--- src/rtl/avmm_cmd_master_if.sv ---
// Bundles the command, Avalon-MM master and response signals of avmm_cmd_master.
// The master modport is the block's view; the slave modport is the environment's view.
interface avmm_cmd_master_if;
    localparam int unsigned AW = 8;
    localparam int unsigned DW = 16;

    logic          cmd_valid;
    logic          cmd_ready;
    logic          cmd_write;
    logic [AW-1:0] cmd_address;
    logic [DW-1:0] cmd_writedata;

    logic [AW-1:0] avm_address;
    logic          avm_read;
    logic          avm_write;
    logic [DW-1:0] avm_writedata;
    logic [DW-1:0] avm_readdata;
    logic          avm_waitrequest;

    logic          rsp_valid;
    logic          rsp_ready;
    logic [DW-1:0] rsp_data;
    logic [AW-1:0] rsp_address;
    logic          rsp_timeout;

    modport master (
        input  cmd_valid, cmd_write, cmd_address, cmd_writedata,
        input  avm_readdata, avm_waitrequest, rsp_ready,
        output cmd_ready, avm_address, avm_read, avm_write, avm_writedata,
        output rsp_valid, rsp_data, rsp_address, rsp_timeout
    );

    modport slave (
        output cmd_valid, cmd_write, cmd_address, cmd_writedata,
        output avm_readdata, avm_waitrequest, rsp_ready,
        input  cmd_ready, avm_address, avm_read, avm_write, avm_writedata,
        input  rsp_valid, rsp_data, rsp_address, rsp_timeout
    );
endinterface

--- src/rtl/avmm_cmd_master.sv ---
// Single-outstanding command-to-Avalon-MM master with stall timeout.
// Reads return a response (data or timeout); writes only respond when they time out.
module avmm_cmd_master #(
    parameter int unsigned TIMEOUT = 255
) (
    input  logic              clk,
    input  logic              rst,
    avmm_cmd_master_if.master bus
);
    localparam int unsigned AW = 8;
    localparam int unsigned DW = 16;
    localparam int unsigned CW = 16;

    localparam logic [1:0] S_IDLE   = 2'd0;
    localparam logic [1:0] S_ACCESS = 2'd1;
    localparam logic [1:0] S_RESP   = 2'd2;

    localparam logic          TIMEOUT_EN = (TIMEOUT != 0);
    localparam logic [CW-1:0] STALL_LAST = (TIMEOUT == 0) ? CW'(0) : CW'(TIMEOUT - 1);

    logic [1:0]    state_q,         state_d;
    logic          cmd_ready_q,     cmd_ready_d;
    logic [AW-1:0] avm_address_q,   avm_address_d;
    logic [DW-1:0] avm_writedata_q, avm_writedata_d;
    logic          avm_read_q,      avm_read_d;
    logic          avm_write_q,     avm_write_d;
    logic          rsp_valid_q,     rsp_valid_d;
    logic [DW-1:0] rsp_data_q,      rsp_data_d;
    logic [AW-1:0] rsp_address_q,   rsp_address_d;
    logic          rsp_timeout_q,   rsp_timeout_d;
    logic [CW-1:0] stall_cnt_q,     stall_cnt_d;

    // State and all registered outputs; reset drops strobes immediately.
    always_ff @(posedge clk or posedge rst) begin
        if (rst) begin
            state_q         <= S_IDLE;
            cmd_ready_q     <= 1'b0;
            avm_address_q   <= '0;
            avm_writedata_q <= '0;
            avm_read_q      <= 1'b0;
            avm_write_q     <= 1'b0;
            rsp_valid_q     <= 1'b0;
            rsp_data_q      <= '0;
            rsp_address_q   <= '0;
            rsp_timeout_q   <= 1'b0;
            stall_cnt_q     <= '0;
        end else begin
            state_q         <= state_d;
            cmd_ready_q     <= cmd_ready_d;
            avm_address_q   <= avm_address_d;
            avm_writedata_q <= avm_writedata_d;
            avm_read_q      <= avm_read_d;
            avm_write_q     <= avm_write_d;
            rsp_valid_q     <= rsp_valid_d;
            rsp_data_q      <= rsp_data_d;
            rsp_address_q   <= rsp_address_d;
            rsp_timeout_q   <= rsp_timeout_d;
            stall_cnt_q     <= stall_cnt_d;
        end
    end

    // Next-state and next-output logic.
    always_comb begin
        state_d         = state_q;
        cmd_ready_d     = cmd_ready_q;
        avm_address_d   = avm_address_q;
        avm_writedata_d = avm_writedata_q;
        avm_read_d      = avm_read_q;
        avm_write_d     = avm_write_q;
        rsp_valid_d     = rsp_valid_q;
        rsp_data_d      = rsp_data_q;
        rsp_address_d   = rsp_address_q;
        rsp_timeout_d   = rsp_timeout_q;
        stall_cnt_d     = stall_cnt_q;

        case (state_q)
            S_IDLE: begin
                cmd_ready_d = 1'b1;
                if (bus.cmd_valid && cmd_ready_q) begin
                    state_d         = S_ACCESS;
                    cmd_ready_d     = 1'b0;
                    avm_address_d   = bus.cmd_address;
                    avm_writedata_d = bus.cmd_writedata;
                    avm_read_d      = !bus.cmd_write;
                    avm_write_d     = bus.cmd_write;
                    stall_cnt_d     = '0;
                end
            end

            S_ACCESS: begin
                if (!bus.avm_waitrequest) begin
                    avm_read_d  = 1'b0;
                    avm_write_d = 1'b0;
                    if (avm_read_q) begin
                        state_d       = S_RESP;
                        rsp_valid_d   = 1'b1;
                        rsp_data_d    = bus.avm_readdata;
                        rsp_address_d = avm_address_q;
                        rsp_timeout_d = 1'b0;
                    end else begin
                        state_d     = S_IDLE;
                        cmd_ready_d = 1'b1;
                    end
                end else begin
                    stall_cnt_d = (stall_cnt_q == '1) ? stall_cnt_q : stall_cnt_q + CW'(1);
                    // Release on the same edge takes the branch above, so completion beats timeout.
                    if (TIMEOUT_EN && (stall_cnt_q == STALL_LAST)) begin
                        state_d       = S_RESP;
                        avm_read_d    = 1'b0;
                        avm_write_d   = 1'b0;
                        rsp_valid_d   = 1'b1;
                        rsp_data_d    = '0;
                        rsp_address_d = avm_address_q;
                        rsp_timeout_d = 1'b1;
                    end
                end
            end

            S_RESP: begin
                if (bus.rsp_ready) begin
                    state_d     = S_IDLE;
                    rsp_valid_d = 1'b0;
                    cmd_ready_d = 1'b1;
                end
            end

            default: begin
                state_d     = S_IDLE;
                cmd_ready_d = 1'b0;
                avm_read_d  = 1'b0;
                avm_write_d = 1'b0;
                rsp_valid_d = 1'b0;
            end
        endcase
    end

    assign bus.cmd_ready     = cmd_ready_q;
    assign bus.avm_address   = avm_address_q;
    assign bus.avm_writedata = avm_writedata_q;
    assign bus.avm_read      = avm_read_q;
    assign bus.avm_write     = avm_write_q;
    assign bus.rsp_valid     = rsp_valid_q;
    assign bus.rsp_data      = rsp_data_q;
    assign bus.rsp_address   = rsp_address_q;
    assign bus.rsp_timeout   = rsp_timeout_q;
endmodule

--- src/flat_wrapper.sv ---
// flat-port wrapper written by rule: the top's interface ports become plain ports
module avmm_cmd_master_flat 
#(
    parameter int unsigned TIMEOUT = 255
)
  (clk, rst, bus_cmd_valid, bus_cmd_write, bus_cmd_address, bus_cmd_writedata, bus_avm_readdata, bus_avm_waitrequest, bus_rsp_ready, bus_cmd_ready, bus_avm_address, bus_avm_read, bus_avm_write, bus_avm_writedata, bus_rsp_valid, bus_rsp_data, bus_rsp_address, bus_rsp_timeout);
  avmm_cmd_master_if bus_i ();
  input  logic clk;
  input  logic rst;
  input wire logic [$bits(bus_i.cmd_valid)-1:0] bus_cmd_valid;
  input wire logic [$bits(bus_i.cmd_write)-1:0] bus_cmd_write;
  input wire logic [$bits(bus_i.cmd_address)-1:0] bus_cmd_address;
  input wire logic [$bits(bus_i.cmd_writedata)-1:0] bus_cmd_writedata;
  input wire logic [$bits(bus_i.avm_readdata)-1:0] bus_avm_readdata;
  input wire logic [$bits(bus_i.avm_waitrequest)-1:0] bus_avm_waitrequest;
  input wire logic [$bits(bus_i.rsp_ready)-1:0] bus_rsp_ready;
  output wire logic [$bits(bus_i.cmd_ready)-1:0] bus_cmd_ready;
  output wire logic [$bits(bus_i.avm_address)-1:0] bus_avm_address;
  output wire logic [$bits(bus_i.avm_read)-1:0] bus_avm_read;
  output wire logic [$bits(bus_i.avm_write)-1:0] bus_avm_write;
  output wire logic [$bits(bus_i.avm_writedata)-1:0] bus_avm_writedata;
  output wire logic [$bits(bus_i.rsp_valid)-1:0] bus_rsp_valid;
  output wire logic [$bits(bus_i.rsp_data)-1:0] bus_rsp_data;
  output wire logic [$bits(bus_i.rsp_address)-1:0] bus_rsp_address;
  output wire logic [$bits(bus_i.rsp_timeout)-1:0] bus_rsp_timeout;
  assign bus_i.cmd_valid = bus_cmd_valid;
  assign bus_i.cmd_write = bus_cmd_write;
  assign bus_i.cmd_address = bus_cmd_address;
  assign bus_i.cmd_writedata = bus_cmd_writedata;
  assign bus_i.avm_readdata = bus_avm_readdata;
  assign bus_i.avm_waitrequest = bus_avm_waitrequest;
  assign bus_i.rsp_ready = bus_rsp_ready;
  assign bus_cmd_ready = bus_i.cmd_ready;
  assign bus_avm_address = bus_i.avm_address;
  assign bus_avm_read = bus_i.avm_read;
  assign bus_avm_write = bus_i.avm_write;
  assign bus_avm_writedata = bus_i.avm_writedata;
  assign bus_rsp_valid = bus_i.rsp_valid;
  assign bus_rsp_data = bus_i.rsp_data;
  assign bus_rsp_address = bus_i.rsp_address;
  assign bus_rsp_timeout = bus_i.rsp_timeout;
  avmm_cmd_master #(.TIMEOUT(TIMEOUT)) u_core (.clk(clk), .rst(rst), .bus(bus_i));
endmodule
--- config.mk ---
export PLATFORM = sky130hd
export DESIGN_NAME = avmm_cmd_master_flat
export DESIGN_NICKNAME = d
export VERILOG_FILES = /design/src/rtl/avmm_cmd_master_if.sv /design/src/rtl/avmm_cmd_master.sv /design/src/flat_wrapper.sv
export SDC_FILE = /design/constraint.sdc
export NUM_CORES = 1
export LEC_CHECK = 0
export ABC_AREA = 1
export BUFFER_PORTS_ARGS = -buffer_cell sky130_fd_sc_hd__buf_2
export CELL_PAD_IN_SITES_DETAIL_PLACEMENT = 1
export CELL_PAD_IN_SITES_GLOBAL_PLACEMENT = 2
export CORE_UTILIZATION = 31
export CTS_CLUSTER_SIZE = 16
export DETAILED_ROUTE_END_ITERATION = 6
export PLACE_DENSITY_LB_ADDON = 0.1
export SLEW_MARGIN = 20
export SYNTH_ARGS = -nofsm -noshare
export SYNTH_HDL_FRONTEND = slang
export SYNTH_SLANG_ARGS = --single-unit
--- constraint.sdc ---
create_clock -name clk -period 6.4 [get_ports clk]
set_clock_uncertainty 0.15 [all_clocks]
set_input_delay 1.28 -clock clk [delete_from_list [all_inputs] [get_ports clk]]
set_output_delay 1.28 -clock clk [all_outputs]
set_load 0.005 [all_outputs]
# ---- After elaboration in Yosys (flattened, before gate mapping)
# Index checks and enable logic that the tools add are counted.
dict set report op_classes {
  add_sub_neg 1
  n_eq_ne 13
  muxes 34
  n_bitwise 2
  reduce_logical 12
}
# operator count
set op_table {}
lappend op_table {{$mux W16} 6}
lappend op_table {{$pmux W16 S2} 1}
lappend op_table {{$mux W8} 3}
lappend op_table {{$add A16 B1 Y16 const B} 1}
lappend op_table {{$eq A16 B16 Y1 const B} 1}
lappend op_table {{$eq A16 B8 Y1 const B} 1}
lappend op_table {{$mux W1} 14}
lappend op_table {{$pmux W1 S3} 4}
lappend op_table {{$reduce_and A3 Y1} 4}
lappend op_table {{$mux W2} 5}
lappend op_table {{$ne A2 B2 Y1 const B} 5}
lappend op_table {{$reduce_and A4 Y1} 2}
lappend op_table {{$ne A3 B2 Y1 const B} 2}
lappend op_table {{$pmux W2 S3} 1}
lappend op_table {{$ne A2 B1 Y1 const B} 2}
lappend op_table {{$reduce_bool A2 Y1} 2}
lappend op_table {{$eq A2 B1 Y1 const B} 1}
lappend op_table {{$eq A2 B2 Y1 const B} 1}
lappend op_table {{$logic_not A2 Y1} 1}
lappend op_table {{$not A1 Y1} 2}
lappend op_table {{$reduce_and A2 Y1} 1}
lappend op_table {{$logic_and A1 B1 Y1} 1}
lappend op_table {{$logic_not A1 Y1} 1}
dict set report word_totals {
  ff_bits 71
  in_bits 46
  out_inout_bits 53
  wordCells 73
}

# ---- Logic depth before layout (Yosys ltp)
dict set report depth {
  word_depth 4
  depth_mapped 10
  ltp_nobuf 9
}

# ---- Worst setup path before layout
# OpenSTA, ideal clock, no wires.
dict set report synth_path {
  kind {input -> register}
  start {input bus_cmd_valid}
  end {register u_core.avm_address_q[7], in the netlist u_core.bus.avm_address[7]}
  setup_time_ns 0.117
  arrival_time_ns 2.088
  required_ns 6.133
  setup_slack_ns 4.045
  cell_stages 6
  path_buffers 1
  path_cell_list {nand2_1 > nor2_2 > clkinv_1 > clkbuf_1 > nand2_1 > nand2_1}
}
dict set report synth_between {
  elab_chain_len 2
}
# element line
set synth_rtl {}
lappend synth_rtl {{from (decl)} flat_wrapper.sv:10} ;# input wire logic [$bits(bus_i.cmd_valid)-1:0] bus_cmd_valid;
lappend synth_rtl {{$logic_and A1 B1 Y1} avmm_cmd_master.sv:79} ;# if (bus.cmd_valid && cmd_ready_q) begin
lappend synth_rtl {{$reduce_and A2 Y1 (no source line)} n/a}
lappend synth_rtl {{to (signal assigned)} avmm_cmd_master.sv:50} ;# avm_address_q <= avm_address_d;
lappend synth_rtl {{to (decl)} avmm_cmd_master.sv:23} ;# logic [AW-1:0] avm_address_q, avm_address_d;
# No other way between the ends.
# A chain may end at the register's enable or synchronous reset.

# ---- Worst setup path after layout
dict set report layout_path {
  start {input bus_avm_waitrequest}
  end {register u_core.stall_cnt_q[6]}
}
dict set report layout_between {
  elab_chain_len 2
}
# element line
set layout_rtl {}
lappend layout_rtl {{from (decl)} flat_wrapper.sv:15} ;# input wire logic [$bits(bus_i.avm_waitrequest)-1:0] bus_avm_waitrequest;
lappend layout_rtl {{$ne A2 B2 Y1 (no source line)} n/a}
lappend layout_rtl {{$reduce_and A4 Y1 (no source line)} n/a}
lappend layout_rtl {{to (signal assigned)} avmm_cmd_master.sv:58} ;# stall_cnt_q <= stall_cnt_d;
lappend layout_rtl {{to (decl)} avmm_cmd_master.sv:31} ;# logic [CW-1:0] stall_cnt_q, stall_cnt_d;
# No other way between the ends.

==> reports/qor.csv <==
metric;value;unit
status;completed;
cts_resized;0;
ys_seq_area_share;52.3;%
die_area;11400;um^2
clk_pin_slew_worst_paths;0.08;ns
pin_count;99;
syn_nets;480;
drtPass1Iterations;4;
layout_commonest_cell;nand2_1;
synthesis.area;3400;um^2
fp.dieW;107;um
cts_htree_levels;3;
synth_xor_xnor_area_share;0.516;%
avgSynthCellArea;7.94;um^2
critPathCaptureType;register;
max-clock-path-buffers;2;
vias_per_cell;4.63;
hpwl;6250;um
cts_sinks;71;
drt_wl_total;8980;um
max_freq;374;MHz
post-route-min-period;2.68;ns
postRouteAntennaNets;0;
grt_overflow;0;
gp_congestion;0.733;
synth_top_family_by_area;simple AND/OR/NAND/NOR gates;
chipHeight;107;um
hold_path.class;register to register;
yosysTopAreaCellShare;52.3;%
rsz0062_at_grt;no;
fin_nets;577;
grt_max_degree;72;
maxCapViolCount;0;
row_count;37;
synthCells;428;
synthSimpleGateAreaFrac;32.4;%
worstSetupPathType;input pin to register;
synth_compound_area_share;5.82;%
antenna_found_initial;0;
relSlewSlack;35.9;%
total_leakage_power;2.28;nW
ys_seq_elements;71;
numCtsBuffers;9;
routedWlPerCell;13.5;um
cts-root-buf;clkbuf_8;
muxShareOfSynthArea;0;%
critPathArrivalTime;2.74;ns
start_util;32.5;%
fin_setup_tns;0;ns
hold_ws;0.320;ns
drc;0;
layout-drive-gt1-share;25.5;%
layout-area-overhead-vs-synth;24.9;%
layout_common_cells;nand2_1, buf_2, dfrtp_1;
crit_fanout;25;
antenna_cells;0;
power_density;422;nW/um^2
synth_fa_ha_area_share;2.21;%
vias;3086;
cts_tree;yes;
clk_latency;0.35;ns
tightest_slew;0.962;ns
grt_pass1_vias;3147;
peakVddDrop;0.168;mV
n_fill_cell;1307;
setup_slack;3.72;ns
grt_usage;17.1;%
synth.area.top_cells;dfrtp_1, nand2_1, nand3_1;
numPortBuffers;98;
synthesis.yosys.warnings;0;
grt_pass1_wl;15200;um
drt_iter0_drc;102;
cts_setup_buffers;0;
synth_cell_types;26;
start_kind;input pin;
setup_violations;0;
dp_slack;3.33;ns
utilization;40.6;%
synth_area_leader_cell;dfrtp_1;
finalCritPeriodShare;41.8;%
cts_hold_buf;0;
finalHoldViolations;0;
core-area;10500;um^2
cp.required;6.46;ns
slew_viol_final;0;
[path summary, 6_finish.rpt]
kind,startpoint,to,slack [ns],cells after the start
setup / recovery,bus_avm_waitrequest,u_core.stall_cnt_q[6],3.72,7
min in group asynchronous,rst,u_core.bus.avm_address[1],1.05,3
max in group asynchronous,rst,u_core.bus.rsp_data[5],4.42,3
setup reg to reg,u_core.state_q[1],u_core.bus.rsp_address[4],3.87,7
hold / removal,u_core.bus.avm_writedata[7],u_core.bus.avm_writedata[7],0.32,2
hold reg to reg,u_core.bus.avm_writedata[7],u_core.bus.avm_writedata[7],0.32,2
[metal layers]
layer  global-route usage, %  part of all wire (%)  routed length, um  up-vias
met3                    3.95                   5.1                455       11
met5                       0                     0                  0        -
li1                        -                     -                  -     1537
met4                    7.34                   1.6                146        0
met2                    27.6                    47               4180       64
met1                    21.9                    47               4190     1474
[cell usage after synthesis]
library cell  count
o211ai_1          1
nand4_1           8
xnor2_1           1
clkbuf_1          6
clkinv_1          1
buf_2             4
nor2_4            2
buf_6             3
dfrtp_1          71
nor3_1            1
nand3_1          40
nand2_2           4
nand2_1         181
nor2_2            2
o21ai_2           5
o21ai_0          18
xor2_1            1
buf_4             2
a21oi_1           6
a31oi_1           1
o21ai_1           4
nor2_1           20
nand2_4           1
inv_1            36
ha_1              6
or2_2             3
[flip-flops by register name, indices dropped and copies added (netlist names)]
name                      flops
u_core.bus.avm_address        8
u_core.bus.avm_read           1
u_core.bus.avm_write          1
u_core.bus.avm_writedata     16
u_core.bus.cmd_ready          1
u_core.bus.rsp_address        8
u_core.bus.rsp_data          16
u_core.bus.rsp_timeout        1
u_core.bus.rsp_valid          1
u_core.stall_cnt_q           16
u_core.state_q                2
[cell type report]
cell class / count / area (um^2) / share of cell area, %
Timing Repair Buffer: 101 / 513 / 12.1
Inverter: 37 / 139 / 3.27
Sequential cell: 71 / 1780 / 41.9
Tap cell: 136 / 170 / 4.01
Multi-Input combinational cell: 305 / 1390 / 32.8
Clock inverter: 6 / 116 / 2.74
Clock buffer: 10 / 138 / 3.24
[cells by family (layout without fill, tap and decap cells)]
family | Yosys count | count (layout)
simple gates | 262 | 262
flops | 71 | 71
buf+inv | 52 | 154
compound gates | 35 | 35
fa+ha+maj | 6 | 6
xor+xnor | 2 | 2
[metrics by stage]
stage	instances	total power, mW	area (um^2)
floorplan	428	1.09	3400
detailed placement	650	1.36	3990
global placement	650	1.34	3990
finish	666	1.79	4240
global route	666	1.95	4240
CTS	666	1.83	4240
[power by group]
part / total [mW] / internal, mW / switching (mW)
Clock: 0.460 / 0.272 / 0.188
Sequential: 0.712 / 0.617 / 0.0952
Combinational: 0.617 / 0.239 / 0.378
[critical path, cell delays in order]
cell	delay [ns]
buf_2	0.11
inv_1	0.46
nand2_1	0.10
o211ai_1	0.19
inv_1	0.14
nand2_4	0.28
o21ai_0	0.16
Note: power is estimated with default switching activity, not from simulation.
